==> src/rtl/hack_screen_scanout.sv <==
// Hack screen scanout: reads the 512x256 screen RAM and emits a VGA-style pixel stream.
// Define SCANOUT_LINE_DOUBLE_EN to show each screen row on two consecutive lines.
module hack_screen_scanout #(
    parameter int unsigned H_ACTIVE = 512,
    parameter int unsigned H_FP     = 64,
    parameter int unsigned H_SYNC   = 96,
    parameter int unsigned H_BP     = 128,
    parameter int unsigned V_FP     = 1,
    parameter int unsigned V_SYNC   = 2,
    parameter int unsigned V_BP     = 10
) (
    input  logic        clk,
    input  logic        rst_n,
    input  logic        enable,
    output logic [12:0] rd_addr,
    output logic        rd_en,
    input  logic [15:0] rd_data,
    output logic        pixel,
    output logic        de,
    output logic        hsync,
    output logic        vsync,
    output logic        frame_start
);
`ifdef SCANOUT_LINE_DOUBLE_EN
    localparam int unsigned V_ACT = 512;
`else
    localparam int unsigned V_ACT = 256;
`endif
    localparam int unsigned H_TOTAL = H_ACTIVE + H_FP + H_SYNC + H_BP;
    localparam int unsigned V_TOTAL = V_ACT + V_FP + V_SYNC + V_BP;
    localparam int unsigned HW      = $clog2(H_TOTAL);
    localparam int unsigned VW      = $clog2(V_TOTAL);

    localparam logic [HW-1:0] H_LAST     = HW'(H_TOTAL - 1);
    localparam logic [HW-1:0] H_PREFETCH = HW'(H_TOTAL - 2);
    localparam logic [HW-1:0] H_VIS_END  = HW'(H_ACTIVE);
    localparam logic [HW-1:0] HS_START   = HW'(H_ACTIVE + H_FP);
    localparam logic [HW-1:0] HS_END     = HW'(H_ACTIVE + H_FP + H_SYNC);
    localparam logic [VW-1:0] V_LAST     = VW'(V_TOTAL - 1);
    localparam logic [VW-1:0] V_VIS_END  = VW'(V_ACT);
    localparam logic [VW-1:0] VS_START   = VW'(V_ACT + V_FP);
    localparam logic [VW-1:0] VS_END     = VW'(V_ACT + V_FP + V_SYNC);

    logic [HW-1:0] h_cnt;
    logic [HW-1:0] fetch_h;
    logic [VW-1:0] v_cnt;
    logic [VW-1:0] v_next;
    logic [VW-1:0] fetch_v;
    logic [7:0]    fetch_row;
    logic          visible;
    logic          fetch;
    logic          in_hsync;
    logic          in_vsync;
    logic          rd_valid;
    logic [15:0]   shift;

    always_comb begin
        v_next = (v_cnt == V_LAST) ? '0 : v_cnt + 1'b1;
        // Fetch position runs two pixels ahead so a word lands exactly on its first column.
        if (h_cnt >= H_PREFETCH) begin
            fetch_h = h_cnt - H_PREFETCH;
            fetch_v = v_next;
        end else begin
            fetch_h = h_cnt + HW'(2);
            fetch_v = v_cnt;
        end
`ifdef SCANOUT_LINE_DOUBLE_EN
        fetch_row = fetch_v[8:1];
`else
        fetch_row = fetch_v[7:0];
`endif
        visible  = (h_cnt < H_VIS_END) && (v_cnt < V_VIS_END);
        fetch    = enable && (fetch_h < H_VIS_END) && (fetch_h[3:0] == 4'd0)
                   && (fetch_v < V_VIS_END);
        in_hsync = (h_cnt >= HS_START) && (h_cnt < HS_END);
        in_vsync = (v_cnt >= VS_START) && (v_cnt < VS_END);
    end

    always_ff @(posedge clk or negedge rst_n) begin
        if (!rst_n) begin
            h_cnt       <= '0;
            v_cnt       <= '0;
            rd_en       <= 1'b0;
            rd_addr     <= '0;
            rd_valid    <= 1'b0;
            shift       <= '0;
            pixel       <= 1'b0;
            de          <= 1'b0;
            hsync       <= 1'b1;
            vsync       <= 1'b1;
            frame_start <= 1'b0;
        end else begin
            if (h_cnt == H_LAST) begin
                h_cnt <= '0;
                v_cnt <= v_next;
            end else begin
                h_cnt <= h_cnt + 1'b1;
            end
            rd_en <= fetch;
            if (fetch) begin
                rd_addr <= {fetch_row, fetch_h[8:4]};
            end
            rd_valid    <= rd_en;
            de          <= visible;
            hsync       <= ~in_hsync;
            vsync       <= ~in_vsync;
            frame_start <= visible && (h_cnt == '0) && (v_cnt == '0);
            // Clearing the shifter while disabled keeps stale bits off screen until a fresh word.
            if (!enable) begin
                pixel <= 1'b0;
                shift <= '0;
            end else if (rd_valid) begin
                pixel <= visible & rd_data[0];
                shift <= {1'b0, rd_data[15:1]};
            end else begin
                pixel <= visible & shift[0];
                shift <= {1'b0, shift[15:1]};
            end
        end
    end

endmodule

==> config.mk <==
export PLATFORM = sky130hd
export DESIGN_NAME = hack_screen_scanout
export DESIGN_NICKNAME = d
export VERILOG_FILES = /design/src/rtl/hack_screen_scanout.sv
export SDC_FILE = /design/constraint.sdc
export NUM_CORES = 1
export LEC_CHECK = 0
export ABC_AREA = 1
export CORE_UTILIZATION = 52
export CTS_CLUSTER_SIZE = 14
export DETAILED_ROUTE_END_ITERATION = 6
export GPL_ROUTABILITY_DRIVEN = 1
export HOLD_SLACK_MARGIN = 0.08
export PLACE_DENSITY = 0.86
export SETUP_SLACK_MARGIN = 0.02
export SYNTH_ARGS = -nofsm -noshare
export SYNTH_HDL_FRONTEND = slang
export SYNTH_SLANG_ARGS = --single-unit
==> constraint.sdc <==
create_clock -name clk -period 2.3 [get_ports clk]
set_clock_uncertainty 0.2 [all_clocks]
set_input_delay 0.46 -clock clk [delete_from_list [all_inputs] [get_ports clk]]
set_output_delay 0.46 -clock clk [all_outputs]
set_load 0.01 [all_outputs]
==> impl_metrics.toml <==
[synthesis]
ys_seq_elements = 54
synthFlopType = "dfrtp_1"
synthesis.area_mm2 = 0.002962
syn_nets = 406
yosysWarningCount = 0
synth_area_leaders = "dfrtp_1 44%, nand2_1 13%, nor2_1 7.9%, o21ai_0 4.7%, nand3_1 4.2%"
netlist_instances = 380
yosysUniqueCellTypes = 33
synth-seq-area-share_pct = 45.71
synthMostInstantiatedCell = "nand2_1"
synthTopCellsByCount = "104 x nand2_1, 62 x nor2_1, 52 x dfrtp_1"
synth_top_cell_by_area = "dfrtp_1"
synth-edff-count = 0
syn_avg_cell_area_um2 = 7.794
async_reset_ff_share_pct = 100.0
synth.top_cell.area_share_pct = 43.94

[layout]
syn2layout_area_growth_pct = 20.32
diodes = 0
num-nets-final = 447
drive_above_1_share_pct = 11.61
fillCellCount = 437
register_area_mm2 = 0.001358
multiInputGateArea_mm2 = 0.001436

[worst_hold_path]
hold_path_end = "rd_valid"
hp-start = "rd_en"
holdPathStages = 0
holdCritPathClass = "reg2reg"

[grt]
grt_max_degree = 31
grt_pass1_wl_um = 11260
grt_pass1_vias = 2509
track_usage_pct = 23.68
antenna_found_initial = 0
gr-total-overflow = 0

[run_status]
status = "finished, final reports clean"

[detailed_routing]
drc_errors = 0
totalWireLength_um = 6654
ant_nets = 0
wl_per_cell_um = 13.47
firstDrtPassIters = 5
vias_per_cell = 5.306
drt_iter0_markers = 196
via_count = 2621

[setup_path]
cp-end-kind = "flop"
path_class = "reg2reg"
cp.required_ps = 2300
critPathArrivalTime_ps = 2110
worstPathMaxFanout = 15
startpoint_type = "flop"
rr_worst_depth = 10
timing.rr.start = "h_cnt[7]"
reg2reg_slack_ps = 190
timing.rr.end = "rd_addr[12]"

[timing]
maxSlewViolCount = 0
worst_slew_pin_slew_ps = 511.5
setup_slack_ps = 186.3
setup_viol = 0
holdWs_ps = 183.1
relSlewSlack_pct = 65.71
finalCritPeriodShare_pct = 91.90
fmax_ghz = 0.4731
period_minus_slack_ps = 2114
hold_viol = 0
setup_tns_ps = 0
rsz0062_at_grt = "false"

[place]
place_hpwl_um = 4850
place_congestion = 0.9120
port-buffer-count = 37
dp_slack_ps = 109.8

[pwr]
ir_drop_uv = 271.8
totalPowerFinal_w = 0.001661
power.density_mw_per_mm2 = 466.1
p_leak_nw = 1.785

[clock_tree]
cts_tree = "done"
clk_pin_slew_worst_paths_ps = 90
cts.sinks = 54
cts-buffers-inserted = 5
clk_path_buf_depth = 2
cts_max_level = 2
cts_root_buf = "clkbuf_8"
clock_latency_ps = 310

[die]
die_w_um = 77.47
start_util_pct = 53.78
fp-row-count = 27
die_h_um = 77.47
core_area_mm2 = 0.005507
die_area_mm2 = 0.006001
pin_count = 38

[job]
cap_violations = 0
## how the worst max path moves through the flow
stage | start | end | slack (ps)
floorplan | h_cnt[2] | rd_addr[10] | 410
global placement | h_cnt[6] | rd_addr[12] | 190
detailed placement | h_cnt[6] | rd_addr[12] | 110
CTS | h_cnt[7] | rd_addr[12] | 90
global route | h_cnt[0] | rd_addr[5] | 40
finish | h_cnt[7] | rd_addr[12] | 190
## worst max-delay path: stages, from the launching register on
cell	delay (ps)
dfrtp_1	480
inv_2	150
nand2_1	110
nor2_2	140
nand2_2	100
nand2_4	150
nand2_4	150
nand2_4	210
nand3_4	160
nand2_1	100
nand2_1	60
## through the flow
step                cells  cell area [µm²]  utilization, %
global placement      482             3400           61.74
detailed placement    482             3400           61.74
finish                494             3563           64.71
CTS                   491             3520           63.92
global route          494             3563           64.71
floorplan             380             2962               -
## cells in the final DEF (no fill, tap or decap), types with 2 or more instances in the layout
master / instances
a21oi_1: 5
buf_4: 9
clkbuf_8: 5
clkdlybuf4s50_1: 36
dfrtp_1: 49
dfrtp_2: 3
dfstp_2: 2
ha_1: 6
inv_1: 23
inv_2: 3
nand2_1: 104
nand2_2: 10
nand2_4: 4
nand3_1: 25
nand3_4: 3
nand4_1: 16
nor2_1: 62
nor3_1: 3
o21ai_0: 28
xor2_1: 8
## power by group
| group | switching [W] | internal, W |
|---|---|---|
| clock network | 0.000291 | 0.000325 |
| registers | 0.00000486 | 0.000964 |
| logic | 0.0000347 | 0.0000424 |
| total | 0.000330 | 0.00133 |
## state kept, by name, indices dropped and copies added (netlist names)
signal,count
de,1
frame_start,1
h_cnt,10
hsync,1
pixel,1
rd_addr,13
rd_en,1
rd_valid,1
shift,15
v_cnt,9
vsync,1
## cells by family (layout without fill, tap and decap cells)
| family | count (synthesis) | in the layout | synth area share (%) |
|---|---|---|---|
| buffers and inverters | 43 | 84 | 6.632 |
| XOR/XNOR | 8 | 8 | 2.366 |
| adder cells (fa/ha/maj) | 7 | 7 | 2.957 |
| flip-flops | 54 | 54 | 45.71 |
| AO/OA/AOI/OAI | 34 | 34 | 5.872 |
| AND/OR/NAND/NOR | 234 | 235 | 36.46 |
## repair_timing
action,in CTS,in global routing
setup buffers,0,2
endpoints found under the hold margin,37,0
hold buffers,1,0
setup endpoints to repair,0,14
gates resized for setup,0,6
## metal layers
| metal | global-route usage [%] | vias up | share of wire [%] |
|---|---|---|---|
| met5 | 0 | - | 0 |
| met2 | 38.67 | 115 | 47 |
| li1 | - | 1309 | - |
| met1 | 31.54 | 1185 | 45 |
| met4 | 9.623 | 0 | 1.6 |
| met3 | 3.529 | 12 | 6.4 |
## cell type report
class                   count  share of cell area, %
well taps                  72                  2.528
repair buffers             48                  12.99
clock inverters             2                  1.053
inverters                  28                  2.985
clock buffers               6                  2.037
flip-flops and latches     54                  38.10
multi-input cells         284                  40.31
Power figures use the tool's default switching activity.
